--- src/rtl/countdown_timer_ctrl_if.sv ---
// Bus between the countdown timer controller and its neighbours:
// request side (Start, Stop, Period), counter feedback (Q) and control outputs.
// Ports: Start/Stop/Period/Q into the controller; R/L/E/Done/Busy out of it.
interface countdown_timer_ctrl_if #(
   parameter int n = 8
);
   logic         Start;
   logic         Stop;
   logic [n-1:0] Period;
   logic [n-1:0] Q;
   logic [n-1:0] R;
   logic         L;
   logic         E;
   logic         Done;
   logic         Busy;

   modport master (
      output Start, Stop, Period, Q,
      input  R, L, E, Done, Busy
   );

   modport slave (
      input  Start, Stop, Period, Q,
      output R, L, E, Done, Busy
   );
endinterface

--- src/rtl/countdown_timer_ctrl.sv ---
// Countdown timer controller: drives load value/strobe and count enable of a
// loadable down counter, runs a Period*DIV cycle interval and pulses Done.
// Ports: Clock, Resetn (sync, active low), bus (slave side of the timer bus).
// Optional auto-reload in DONE: define COUNTDOWN_TIMER_CTRL_AUTORELOAD_EN.
module countdown_timer_ctrl #(
   parameter int n   = 8,
   parameter int DIV = 4
) (
   input logic                   Clock,
   input logic                   Resetn,
   countdown_timer_ctrl_if.slave bus
);

   localparam int PW = (DIV > 1) ? $clog2(DIV) : 1;
   localparam logic [PW-1:0] PMAX = PW'(DIV - 1);

   typedef enum logic [1:0] {
      IDLE = 2'd0,
      LOAD = 2'd1,
      RUN  = 2'd2,
      DONE = 2'd3
   } state_t;

   state_t        state;
   state_t        next;
   logic [PW-1:0] pre;
   logic [n-1:0]  r_q;
   logic          tick;
   logic          q_zero;
   logic          start_ok;

   assign tick     = (pre == PMAX);
   assign q_zero   = (bus.Q == '0);
   assign start_ok = bus.Start & (bus.Period != '0);

   // State, prescaler and captured period.
   always_ff @(posedge Clock) begin
      if (!Resetn) begin
         state <= IDLE;
         pre   <= '0;
         r_q   <= '0;
      end else begin
         state <= next;
         if (state == IDLE && start_ok)
            r_q <= bus.Period;
`ifdef COUNTDOWN_TIMER_CTRL_AUTORELOAD_EN
         if (state == DONE)
            r_q <= bus.Period;
`endif
         // Prescaler only runs in RUN; it is held at 0 elsewhere, so it
         // starts from 0 on the first RUN cycle after LOAD.
         if (state == RUN)
            pre <= tick ? '0 : pre + PW'(1);
         else
            pre <= '0;
      end
   end

   // Next state; Stop beats the terminal-count detection.
   always_comb begin
      next = state;
      case (state)
         IDLE: begin
            if (start_ok)
               next = LOAD;
         end
         LOAD: begin
            next = bus.Stop ? IDLE : RUN;
         end
         RUN: begin
            if (bus.Stop)
               next = IDLE;
            else if (q_zero)
               next = DONE;
         end
         DONE: begin
`ifdef COUNTDOWN_TIMER_CTRL_AUTORELOAD_EN
            if (!bus.Stop && bus.Period != '0)
               next = LOAD;
            else
               next = IDLE;
`else
            next = IDLE;
`endif
         end
         default: next = IDLE;
      endcase
   end

   // Moore outputs; E is gated by Q so the counter never wraps below 0.
   always_comb begin
      bus.R    = r_q;
      bus.L    = 1'b0;
      bus.E    = 1'b0;
      bus.Done = 1'b0;
      bus.Busy = (state != IDLE);
      case (state)
         LOAD:    bus.L    = 1'b1;
         RUN:     bus.E    = tick & ~q_zero;
         DONE:    bus.Done = 1'b1;
         default: ;
      endcase
   end

endmodule

--- src/flat_wrapper.sv ---
// flat-port wrapper written by rule: the top's interface ports become plain ports
module countdown_timer_ctrl_flat 
#(
   parameter int n   = 8,
   parameter int DIV = 4
)
  (Clock, Resetn, bus_Start, bus_Stop, bus_Period, bus_Q, bus_R, bus_L, bus_E, bus_Done, bus_Busy);
  countdown_timer_ctrl_if #(.n(n)) bus_i ();
  input logic Clock;
  input logic Resetn;
  input wire logic [$bits(bus_i.Start)-1:0] bus_Start;
  input wire logic [$bits(bus_i.Stop)-1:0] bus_Stop;
  input wire logic [$bits(bus_i.Period)-1:0] bus_Period;
  input wire logic [$bits(bus_i.Q)-1:0] bus_Q;
  output wire logic [$bits(bus_i.R)-1:0] bus_R;
  output wire logic [$bits(bus_i.L)-1:0] bus_L;
  output wire logic [$bits(bus_i.E)-1:0] bus_E;
  output wire logic [$bits(bus_i.Done)-1:0] bus_Done;
  output wire logic [$bits(bus_i.Busy)-1:0] bus_Busy;
  assign bus_i.Start = bus_Start;
  assign bus_i.Stop = bus_Stop;
  assign bus_i.Period = bus_Period;
  assign bus_i.Q = bus_Q;
  assign bus_R = bus_i.R;
  assign bus_L = bus_i.L;
  assign bus_E = bus_i.E;
  assign bus_Done = bus_i.Done;
  assign bus_Busy = bus_i.Busy;
  countdown_timer_ctrl #(.n(n), .DIV(DIV)) u_core (.Clock(Clock), .Resetn(Resetn), .bus(bus_i));
endmodule
--- config.mk ---
export PLATFORM = sky130hd
export DESIGN_NAME = countdown_timer_ctrl_flat
export DESIGN_NICKNAME = d
export VERILOG_FILES = /design/src/rtl/countdown_timer_ctrl_if.sv /design/src/rtl/countdown_timer_ctrl.sv /design/src/flat_wrapper.sv
export SDC_FILE = /design/constraint.sdc
export NUM_CORES = 1
export LEC_CHECK = 0
export CAP_MARGIN = 20
export CORE_MARGIN = 4
export CORE_UTILIZATION = 32
export CTS_CLUSTER_DIAMETER = 80
export DETAILED_ROUTE_END_ITERATION = 10
export MAX_ROUTING_LAYER = met4
export PLACE_DENSITY_LB_ADDON = 0.12
export SLEW_MARGIN = 0
export SYNTH_ARGS = -nofsm -noshare
export SYNTH_HDL_FRONTEND = slang
export SYNTH_SLANG_ARGS = --single-unit
--- constraint.sdc ---
create_clock -name Clock -period 1.2 [get_ports Clock]
set_clock_uncertainty 0.15 [all_clocks]
set_input_delay 0.18 -clock Clock [delete_from_list [all_inputs] [get_ports Clock]]
set_output_delay 0.18 -clock Clock [all_outputs]
set_load 0.01 [all_outputs]
==> metrics.md <==
| Metric | Value |
|---|---|
| Status | `finished with violations` |
| Failing checks | `negative setup slack` |
| Largest net degree at the start of global routing | `15` |
| First-pass GRT wire length | `2.849 mm` |
| Gr ovfl total | `0` |
| Clk buf depth | `2` |
| CTS tree | `yes` |
| Worst slew pin tran | `0.2819 ns` |
| Number of buffers created by CTS | `3` |
| EDFF count, synth | `0` |
| Top-count cell post-synth | `dfxtp_1` |
| Max Cap Viol | `0` |
| Synthesized area | `546.8 um^2` |
| Die Area | `0.002434 mm^2` |
| Synth warn | `0` |
| Post-synth cell types | `22` |
| Register area share after synthesis | `0.4394` |
| Fin crit period | `1.382 ns` |
| Synth area leaders | `dfxtp_1, a311oi_1, a21oi_1` |
| Initial Utilization | `0.3507` |
| Hold_ws | `0.2788 ns` |
| Util after Layout | `0.7095` |
| H-tree Lvls | `1` |
| Cell row count | `14` |
| Synthesized instance count | `58` |
| Die Wd | `49.34 um` |
| Final setup fails | `13` |
| Worst setup margin | `-0.1821 ns` |
| Slew headroom | `0.8107` |
| Required @ worst endpoint | `1.22 ns` |
| Worst Path Class, Setup | `flip-flop to flip-flop` |
| Most used DFF post-synth | `dfxtp_1` |
| Yosys top cell by area | `dfxtp_1` |
| CP startpoint kind | `flip-flop` |
| Leakage dissipation | `0.5168 nW` |
| Nets | `139` |
| Clock Tree Root | `clkbuf_4` |
| Final Routed Wirelength | `1.607 mm` |
| Wire length per cell | `12.08 um` |
| Syn nets | `79` |
| Syn avg cell area | `9.427 um^2` |
| Post-DP HPWL | `1.210 mm` |
| Total power | `987.4 uW` |
| DR vias/cell | `4.865` |
| Initial antenna violation count | `0` |
| DRT iter0 DRCs | `4` |
| RSZ-0062 raised after global routing | `true` |
| Hold Path Class | `flip-flop to flip-flop` |
| 1st-pass router iterations | `2` |
| Commonest cells in the synthesized netlist | `dfxtp_1, a21oi_1, a311oi_1, inv_1, nor4_1` |
| DRT antenna net count | `0` |
| Clock Latency Late Sink | `0.26 ns` |
| Post-Place Worst Slack | `-0.7455 ns` |
| # DRC | `0` |
| Final period util | `1.152` |
| Max Slew Vio Count | `0` |
| Crit path max fanout | `14` |
| Tot GR Track Use | `0.1510` |
| Final setup TNS | `-1.802 ns` |
| Asr flop ratio synth | `0` |
| CP endpoint kind | `flip-flop` |
| Clk slew on worst S/H paths | `0.07 ns` |
| I/O pins | `32` |
| Area growth from synthesis to layout | `102.3%` |
| RD Place Congestion | `0.6933` |
| Hold_buf cts | `0` |
| Area share of the largest cell type after synthesis | `0.4394` |
| Share of cells above drive strength 1 | `0.4786` |
| # diodes | `0` |
| Fin. Hold Viols | `0` |
| CP arrival | `1.41 ns` |
| #FFs+latches synth | `12` |
| Max Fclk | `723.5 MHz` |
| Die H | `49.34 um` |
| Number of global-route vias before repair | `672` |
| Via count | `647` |
| PwrDens | `892.7 mW/mm^2` |
| Area of the core | `0.001559 mm^2` |
| # port buffers | `31` |
| Clock sinks | `12` |
| Maximum vdd drop | `0.7489 mV` |
==> routing by layer <==
layer / routed length (um) / global-route usage / part of all wire / up-vias
met5: 0 / - / 0 / -
met4: 8 / 0.04265 / 0.0050 / 0
met3: 73 / 0.03670 / 0.045 / 2
met2: 864 / 0.2790 / 0.54 / 12
met1: 661 / 0.1563 / 0.41 / 291
li1: - / - / - / 342
==> path summary, 6_finish.rpt <==
kind | from | to | slack [ns] | cells after the start
hold reg to reg | u_core.pre[0]$_SDFF_PP0_ | u_core.pre[0]$_SDFF_PP0_ | 0.28 | 1
hold / removal | u_core.pre[0]$_SDFF_PP0_ | u_core.pre[0]$_SDFF_PP0_ | 0.28 | 1
setup reg to reg | u_core.state[0]$_SDFFE_PN0P_ | u_core.bus.R[1]$_SDFFE_PN0P_ | -0.18 | 5
setup / recovery | u_core.state[0]$_SDFFE_PN0P_ | u_core.bus.R[1]$_SDFFE_PN0P_ | -0.18 | 5
==> kinds of logic (layout without fill, tap and decap cells) <==
group | after synthesis | after routing | share of synthesized area
compound gates | 17 | 17 | 0.2174
fa+ha+maj | 1 | 1 | 0.02288
buf+inv | 10 | 68 | 0.08237
flops | 12 | 12 | 0.4394
simple gates | 18 | 19 | 0.2380
==> where the power goes <==
part,switching [mW],internal (mW)
Combinational,0.0976,0.146
Sequential,0.0125,0.420
Clock,0.128,0.184
==> sequential cells by signal, indices dropped and copies added, names as in the netlist <==
register      count
u_core.pre        2
u_core.state      2
u_core.bus.R      8
==> worst max-delay path, cell delays in order (launching register included) <==
cell and delay (ns):
dfxtp_2 0.35, buf_6 0.12, nor3b_4 0.22, buf_12 0.16, a21oi_1 0.07, a311oi_1 0.23
==> layout make-up <==
cell class,count,area (um^2)
Sequential cell,12,244.0
Clock buffer,4,36.28
Inverter,9,33.78
Tap cell,16,20.02
Multi-Input combinational cell,37,317.8
Timing Repair Buffer,55,454.2
Fill cell,126,452.9
==> cells in the final DEF, fill, tap and decap left out, types with 3 or more instances in the layout <==
master | netlist | layout
clkdlybuf4s50_1 | 0 | 5
a21oi_1 | 8 | 8
buf_6 | 1 | 5
clkbuf_2 | 0 | 8
dlygate4sd2_1 | 0 | 12
inv_1 | 8 | 8
dfxtp_1 | 12 | 9
clkbuf_4 | 0 | 3
dfxtp_2 | 0 | 3
buf_4 | 0 | 21
a311oi_1 | 8 | 8
==> timing repair <==
action | 4_1_cts | 5_1_grt
cloned | 1 | 0
setup endpoints to repair | 22 | 22
setup buffers | 7 | 0
pin swaps | 8 | 4
gates resized for setup | 61 | 12
==> metrics by stage <==
step,instances,area [um^2]
finish,133,1106
CTS,134,1140
detailed placement,123,1022
floorplan,58,548.0
global route,133,1106
global placement,123,1022
Power figures use the tool's default switching activity.
